<file path="src/rtl/peak_to_dds_cfg_if.sv">
// Handshake bundle for peak_to_dds_cfg.
//   s_axis_*        : peak result stream into the block (bin index + amplitude)
//   m_axis_config_* : DDS phase-increment config stream out of the block
// Modports:
//   master : the environment side (drives peaks, consumes config words)
//   slave  : the peak_to_dds_cfg side
interface peak_to_dds_cfg_if #(
    parameter int ADDR_WIDTH = 16,
    parameter int AMP_WIDTH  = 25
);
    logic                  s_axis_tvalid;
    logic                  s_axis_tready;
    logic [ADDR_WIDTH-1:0] s_axis_taddr;
    logic [AMP_WIDTH-1:0]  s_axis_tamp;

    logic                  m_axis_config_tvalid;
    logic                  m_axis_config_tready;
    logic [31:0]           m_axis_config_tdata;

    modport master (
        output s_axis_tvalid, s_axis_taddr, s_axis_tamp,
        input  s_axis_tready,
        input  m_axis_config_tvalid, m_axis_config_tdata,
        output m_axis_config_tready
    );

    modport slave (
        input  s_axis_tvalid, s_axis_taddr, s_axis_tamp,
        output s_axis_tready,
        output m_axis_config_tvalid, m_axis_config_tdata,
        input  m_axis_config_tready
    );
endinterface

</file>
<file path="src/rtl/peak_to_dds_cfg.sv">
// peak_to_dds_cfg
// Converts a spectral peak (FFT bin index + root-sum-square amplitude) into a
// DDS phase-increment config word and a 16-bit amplitude word. Both products
// (bin * PINC_PER_BIN and amp * amp_gain) are formed by one shared-schedule
// sequential shift-add multiplier, one bit per cycle.
//
// Ports:
//   clk            : clock, rising edge
//   rst            : synchronous reset, active low
//   bus            : peak_to_dds_cfg_if.slave (s_axis peak in, m_axis_config out)
//   amp_gain       : calibration gain, captured when a peak is accepted
//   amp_word       : DDS amplitude word, held between updates
//   amp_word_valid : one-cycle pulse when amp_word updates
//   busy           : high whenever the FSM is not in IDLE
//
// Build option:
//   PEAK_AVG_EN : when defined, amplitudes are averaged over 2^AVG_LOG2 accepted
//                 frames and only the last frame of each group produces output.
//
// state | meaning
// IDLE  | ready for a peak result
// MUL   | shift-add iterations for pinc and amplitude products
// SAT   | wrap pinc, scale and saturate amplitude, register outputs
// OUT   | hold config word until the DDS takes it
module peak_to_dds_cfg #(
    parameter int          ADDR_WIDTH   = 16,
    parameter int          AMP_WIDTH    = 25,
    parameter int          PHASE_WIDTH  = 28,
    parameter logic [31:0] PINC_PER_BIN = 32'd4096,
    parameter int          AMP_SHIFT    = 15,
    parameter int          AVG_LOG2     = 2
) (
    input  logic             clk,
    input  logic             rst,
    peak_to_dds_cfg_if.slave bus,
    input  logic [15:0]      amp_gain,
    output logic [15:0]      amp_word,
    output logic             amp_word_valid,
    output logic             busy
);
    localparam int LOOP  = (ADDR_WIDTH > 16) ? ADDR_WIDTH : 16;
    localparam int CNT_W = $clog2(LOOP);
    localparam int AP_W  = AMP_WIDTH + 16;
    localparam int AS_W  = AP_W - AMP_SHIFT;
    localparam logic [ADDR_WIDTH-1:0] HALF_BIN  = ADDR_WIDTH'(1) << (ADDR_WIDTH - 1);
    localparam logic [CNT_W-1:0]      LAST_ITER = CNT_W'(LOOP - 1);

    typedef enum logic [1:0] {IDLE, MUL, SAT, OUT} state_t;

    state_t                 state;
    logic [CNT_W-1:0]       iter;
    // pinc only needs to be correct modulo 2^PHASE_WIDTH, so its multiplier
    // datapath is kept at PHASE_WIDTH bits and wraps naturally.
    logic [PHASE_WIDTH-1:0] pinc_mcand;
    logic [PHASE_WIDTH-1:0] pinc_acc;
    logic [LOOP-1:0]        pinc_mplier;
    logic [AP_W-1:0]        amp_mcand;
    logic [AP_W-1:0]        amp_acc;
    logic [LOOP-1:0]        amp_mplier;

    logic                   s_tready_q;
    logic                   m_tvalid_q;
    logic [31:0]            m_tdata_q;

    logic                   accept;
    logic [ADDR_WIDTH-1:0]  bin_fold;
    logic [AMP_WIDTH-1:0]   amp_in;
    logic [AS_W-1:0]        amp_shr;
    logic [15:0]            amp_sat;
    logic                   amp_lsb_unused;
    logic                   skip_out;

    assign accept   = bus.s_axis_tvalid && s_tready_q;

    // Bins above N/2 are the negative-frequency mirror: use N - bin.
    assign bin_fold = (bus.s_axis_taddr > HALF_BIN) ? (ADDR_WIDTH'(0) - bus.s_axis_taddr)
                                                    : bus.s_axis_taddr;

    assign amp_shr        = amp_acc[AP_W-1:AMP_SHIFT];
    assign amp_lsb_unused = ^amp_acc[AMP_SHIFT-1:0];
    assign amp_sat        = (|amp_shr[AS_W-1:16]) ? 16'hFFFF : amp_shr[15:0];

`ifdef PEAK_AVG_EN
    localparam int SUM_W = AMP_WIDTH + AVG_LOG2;
    logic [SUM_W-1:0]    amp_sum;
    logic [SUM_W-1:0]    amp_sum_next;
    logic [AVG_LOG2-1:0] frame_cnt;
    logic                skip_q;
    logic                sum_lsb_unused;

    assign amp_sum_next   = amp_sum + SUM_W'(bus.s_axis_tamp);
    assign amp_in         = amp_sum_next[SUM_W-1:AVG_LOG2];
    assign sum_lsb_unused = ^amp_sum_next[AVG_LOG2-1:0];
    assign skip_out       = skip_q;
`else
    assign amp_in   = bus.s_axis_tamp;
    assign skip_out = 1'b0;
`endif

    always_ff @(posedge clk) begin
        if (!rst) begin
            state          <= IDLE;
            iter           <= '0;
            pinc_mcand     <= '0;
            pinc_mplier    <= '0;
            pinc_acc       <= '0;
            amp_mcand      <= '0;
            amp_mplier     <= '0;
            amp_acc        <= '0;
            s_tready_q     <= 1'b0;
            m_tvalid_q     <= 1'b0;
            m_tdata_q      <= '0;
            amp_word       <= '0;
            amp_word_valid <= 1'b0;
`ifdef PEAK_AVG_EN
            amp_sum        <= '0;
            frame_cnt      <= '0;
            skip_q         <= 1'b0;
`endif
        end else begin
            case (state)
                IDLE: begin
                    s_tready_q <= 1'b1;
                    if (accept) begin
                        s_tready_q  <= 1'b0;
                        iter        <= '0;
                        pinc_mcand  <= PINC_PER_BIN[PHASE_WIDTH-1:0];
                        pinc_mplier <= LOOP'(bin_fold);
                        pinc_acc    <= '0;
                        amp_mcand   <= AP_W'(amp_in);
                        amp_mplier  <= LOOP'(amp_gain);
                        amp_acc     <= '0;
                        state       <= MUL;
`ifdef PEAK_AVG_EN
                        // Non-final frames only accumulate; they pass through
                        // SAT for one cycle with output suppressed.
                        frame_cnt <= frame_cnt + 1'b1;
                        if (&frame_cnt) begin
                            amp_sum <= '0;
                        end else begin
                            amp_sum <= amp_sum_next;
                            skip_q  <= 1'b1;
                            state   <= SAT;
                        end
`endif
                    end
                end

                MUL: begin
                    if (pinc_mplier[0]) pinc_acc <= pinc_acc + pinc_mcand;
                    if (amp_mplier[0])  amp_acc  <= amp_acc + amp_mcand;
                    pinc_mcand  <= pinc_mcand << 1;
                    pinc_mplier <= pinc_mplier >> 1;
                    amp_mcand   <= amp_mcand << 1;
                    amp_mplier  <= amp_mplier >> 1;
                    iter        <= iter + 1'b1;
                    if (iter == LAST_ITER) state <= SAT;
                end

                SAT: begin
                    if (skip_out) begin
`ifdef PEAK_AVG_EN
                        skip_q     <= 1'b0;
`endif
                        s_tready_q <= 1'b1;
                        state      <= IDLE;
                    end else begin
                        m_tdata_q      <= 32'(pinc_acc);
                        m_tvalid_q     <= 1'b1;
                        amp_word       <= amp_sat;
                        amp_word_valid <= 1'b1;
                        state          <= OUT;
                    end
                end

                OUT: begin
                    amp_word_valid <= 1'b0;
                    // Ready goes high on the handshake edge so a new peak can
                    // be accepted on the very next edge.
                    if (bus.m_axis_config_tready) begin
                        m_tvalid_q <= 1'b0;
                        s_tready_q <= 1'b1;
                        state      <= IDLE;
                    end
                end

                default: state <= IDLE;
            endcase
        end
    end

    assign bus.s_axis_tready        = s_tready_q;
    assign bus.m_axis_config_tvalid = m_tvalid_q;
    assign bus.m_axis_config_tdata  = m_tdata_q;
    assign busy                     = (state != IDLE);
endmodule

</file>
<file path="src/flat_wrapper.sv">
// flat-port wrapper written by rule: the top's interface ports become plain ports
module peak_to_dds_cfg_flat 
#(
    parameter int          ADDR_WIDTH   = 16,
    parameter int          AMP_WIDTH    = 25,
    parameter int          PHASE_WIDTH  = 28,
    parameter logic [31:0] PINC_PER_BIN = 32'd4096,
    parameter int          AMP_SHIFT    = 15,
    parameter int          AVG_LOG2     = 2
)
  (clk, rst, amp_gain, amp_word, amp_word_valid, busy, bus_s_axis_tvalid, bus_s_axis_taddr, bus_s_axis_tamp, bus_s_axis_tready, bus_m_axis_config_tvalid, bus_m_axis_config_tdata, bus_m_axis_config_tready);
  peak_to_dds_cfg_if #(.ADDR_WIDTH(ADDR_WIDTH), .AMP_WIDTH(AMP_WIDTH)) bus_i ();
  input  logic clk;
  input  logic rst;
  input  logic [15:0] amp_gain;
  output logic [15:0] amp_word;
  output logic amp_word_valid;
  output logic busy;
  input wire logic [$bits(bus_i.s_axis_tvalid)-1:0] bus_s_axis_tvalid;
  input wire logic [$bits(bus_i.s_axis_taddr)-1:0] bus_s_axis_taddr;
  input wire logic [$bits(bus_i.s_axis_tamp)-1:0] bus_s_axis_tamp;
  output wire logic [$bits(bus_i.s_axis_tready)-1:0] bus_s_axis_tready;
  output wire logic [$bits(bus_i.m_axis_config_tvalid)-1:0] bus_m_axis_config_tvalid;
  output wire logic [$bits(bus_i.m_axis_config_tdata)-1:0] bus_m_axis_config_tdata;
  input wire logic [$bits(bus_i.m_axis_config_tready)-1:0] bus_m_axis_config_tready;
  assign bus_i.s_axis_tvalid = bus_s_axis_tvalid;
  assign bus_i.s_axis_taddr = bus_s_axis_taddr;
  assign bus_i.s_axis_tamp = bus_s_axis_tamp;
  assign bus_s_axis_tready = bus_i.s_axis_tready;
  assign bus_m_axis_config_tvalid = bus_i.m_axis_config_tvalid;
  assign bus_m_axis_config_tdata = bus_i.m_axis_config_tdata;
  assign bus_i.m_axis_config_tready = bus_m_axis_config_tready;
  peak_to_dds_cfg #(.ADDR_WIDTH(ADDR_WIDTH), .AMP_WIDTH(AMP_WIDTH), .PHASE_WIDTH(PHASE_WIDTH), .PINC_PER_BIN(PINC_PER_BIN), .AMP_SHIFT(AMP_SHIFT), .AVG_LOG2(AVG_LOG2)) u_core (.clk(clk), .rst(rst), .bus(bus_i), .amp_gain(amp_gain), .amp_word(amp_word), .amp_word_valid(amp_word_valid), .busy(busy));
endmodule
</file>
<file path="config.mk">
export PLATFORM = sky130hd
export DESIGN_NAME = peak_to_dds_cfg_flat
export DESIGN_NICKNAME = d
export VERILOG_FILES = /design/src/rtl/peak_to_dds_cfg_if.sv /design/src/rtl/peak_to_dds_cfg.sv /design/src/flat_wrapper.sv
export SDC_FILE = /design/constraint.sdc
export NUM_CORES = 1
export LEC_CHECK = 0
export ABC_CLOCK_PERIOD_IN_PS = 6000
export CAP_MARGIN = 15
export CORE_UTILIZATION = 45
export CTS_BUF_LIST = sky130_fd_sc_hd__clkbuf_16
export CTS_CLUSTER_DIAMETER = 200
export DETAILED_ROUTE_END_ITERATION = 10
export PLACE_DENSITY = 0.66
export SLEW_MARGIN = 20
export SYNTH_ARGS = -nofsm -noshare
export SYNTH_HDL_FRONTEND = slang
export SYNTH_SLANG_ARGS = --single-unit
export TNS_END_PERCENT = 5
</file>
<file path="constraint.sdc">
create_clock -name clk -period 6 [get_ports clk]
set_input_delay 1.2 -clock clk [delete_from_list [all_inputs] [get_ports clk]]
set_output_delay 1.2 -clock clk [all_outputs]
set_load 0.02 [all_outputs]
</file>
==> metrics <==
RSZ-0062 raised after global routing=no; CP max FO=4; sum of negative setup slack=0 ns; Final Cycle Share=55.6%; Post-CTS Hold Buffers=0; die area=23700 µm²; most frequent cells in the layout=187 x dfxtp_1, 171 x nor2_1, 102 x nand2_1; PwrDens=323 nW/µm²; pins over their slew limit=0; vias in the first global route=8243; Hold Fails Final Rpt=0; port buffer count=96; Post-CTS Setup Inserts=0; Rel. slew slack=35.3%; Mapped Avg Cell Area=8.49 µm²; Setup crit start kind=flop; crit-path max cell delay=0.41 ns; clock skew=0.0108 ns; pin count of the biggest net entering global routing=97; Num CTS Buffers=17; cells along the critical path=ha_1 -> inv_1 -> fa_1 -> nor2b_1 -> o31a_1 -> o21ai_1 -> a21boi_1 -> a31oi_1 -> o21a_1 -> o311ai_1 -> o21bai_1 -> a21bo_1; final setup vio count=0; wirelength, routed=24.1 mm; first-pass GRT wire length=40.7 mm; WP data required=6.33 ns; # IOs=113; clock root buffer=clkbuf_16; DRT Pass-1 Iters=5; Max-Cap Viols=0; clock period minus worst slack=3.34 ns; Synth Flop Type=dfxtp_1; first-iteration detailed-routing DRC count=606; CTS clk-pin slew, worst paths=0.07 ns; most common cell after layout, fill and taps aside=dfxtp_1; cell with the biggest individual delay on the critical path=a21boi_1; latest clock arrival within the worst-skew pair=0.43 ns; Power Total=3.88 mW; Sink Count=187; Chip Width=154 µm; asr flop ratio synth=0%; CTS Buffer Depth=2; dpl cells=1538; Final ANT Viol Nets=0; Worst Hold Depth=2; Post-Layout Cell Count=1570; Slew @ Worst Pin=0.971 ns; initial antenna violation count=0; diode count=0; drt drc=0; Routability Congestion=0.913; Max rail drop VDD=0.186 mV; Congestion Overflow GR=0; Reg2Reg Depth=12; status=finished clean; DP Wirelength=17.0 mm; WL per Instance=15.4 µm; cts repair resizes=0; Total GRT Usage=20.9%; H-tree depth=4; Synth cell types=75; Min Hold Slack=0.455 ns; DR vias=8827; FMAX=0.300 GHz; Core Area=22600 µm²; Gate Count Post-Synth=1222; initial core utilization=45.8%; Post-Syn Area=10400 µm²; leak pwr=4.76 nW; row count=55; FF+latch count, synth=187; Ys Warns=0; share of cells above drive strength 1=5.99%; Die Y=154 µm; Worst Path Arrival=3.66 ns; CP endpoint kind=flop; EDFF count, synth=0; vias per std cell=5.62; TritonCTS clock tree=built; NumNets Final=1396; Area Overhead vs Synth=15.6%; register area share after synthesis=36.1%; worst hold path class=reg -> reg; WS Path Type=reg -> reg
==> per-stage QoR <==
stage               instance area, µm²  setup WS, ns  utilization (%)
floorplan                        10400          3.30                -
global placement                 11400          2.31             50.5
detailed placement               11400          2.26             50.5
CTS                              12000          2.66             53.0
global route                     12000          2.41             53.0
finish                           12000          2.66             53.0
==> worst max-delay path: cells and delay by family (launching register included) <==
kind            cells  cell delay (ns)
fa+ha+maj           2             0.56
flops               1             0.39
buf+inv             1             0.05
simple gates        1             0.23
compound gates      8             2.00
==> cell usage after synthesis, drive strengths merged, types with 27 or more instances <==
cell    instances  share of area (%)
a211oi         45                3.4
a21o           35                2.5
a21oi          75                3.7
a22oi          60                4.3
clkbuf         63                2.4
dfxtp         187                 36
ha             61                7.4
inv            27               0.98
mux2i          56                5.4
nand2         102                3.7
nor2          171                6.2
o21ai          67                3.3
xnor2          30                2.5
xor2           28                2.4
==> cell families (layout without fill, tap and decap cells) <==
group	count (synthesis)	count (layout)	synth area share (%)
AND/OR/NAND/NOR	359	359	15.1
flip-flops	187	187	36.1
adder cells (fa/ha/maj)	63	63	7.74
AO/OA/AOI/OAI	383	383	25.8
buffers and inverters	115	163	5.03
other	1	16	0.0361
multiplexers	56	56	5.40
XOR/XNOR	58	58	4.89
==> area by class of cell <==
class	count	area, µm²
clock buffer	17	425
clock inverter	15	138
fill	2106	10600
inverter	27	104
multi-input combinational	935	6220
sequential	187	3740
tap	285	357
timing repair buffer	104	1020
==> layer usage <==
metal,vias up,GRT usage [%],share of wire (%)
met1,4109,28.0,49
met4,0,5.57,1.2
met2,196,34.8,46
li1,4497,-,-
met3,25,3.30,3.9
met5,-,0,0
==> registers in the layout, summed over array words and instances, names as in the netlist <==
register / cells
u_core.amp_word_valid: 1
u_core.bus.m_axis_config_tdata: 16
u_core.amp_mplier: 16
u_core.pinc_mcand: 16
u_core.amp_acc: 41
u_core.amp_word: 16
u_core.bus.s_axis_tready: 1
u_core.state: 2
u_core.iter: 4
u_core.amp_mcand: 41
u_core.pinc_mplier: 16
u_core.pinc_acc: 16
u_core.bus.m_axis_config_tvalid: 1
==> power by group <==
group / switching (mW) / internal, mW / total (mW)
registers: 0.135 / 1.42 / 1.56
clock network: 0.523 / 0.580 / 1.10
logic: 0.733 / 0.488 / 1.22
==> path summary, 6_finish.rpt <==
check                                                         from                                 end  slack (ns)
worst min-delay path            u_core.pinc_mplier[9]$_SDFFE_PN0P_  u_core.pinc_mplier[9]$_SDFFE_PN0P_        0.45
worst min register to register  u_core.pinc_mplier[9]$_SDFFE_PN0P_  u_core.pinc_mplier[9]$_SDFFE_PN0P_        0.45
worst max register to register    u_core.amp_mcand[0]$_SDFFE_PN0P_     u_core.amp_acc[40]$_SDFFE_PN0P_        2.66
worst max-delay path              u_core.amp_mcand[0]$_SDFFE_PN0P_     u_core.amp_acc[40]$_SDFFE_PN0P_        2.66
Note: power is estimated with default switching activity, not from simulation.
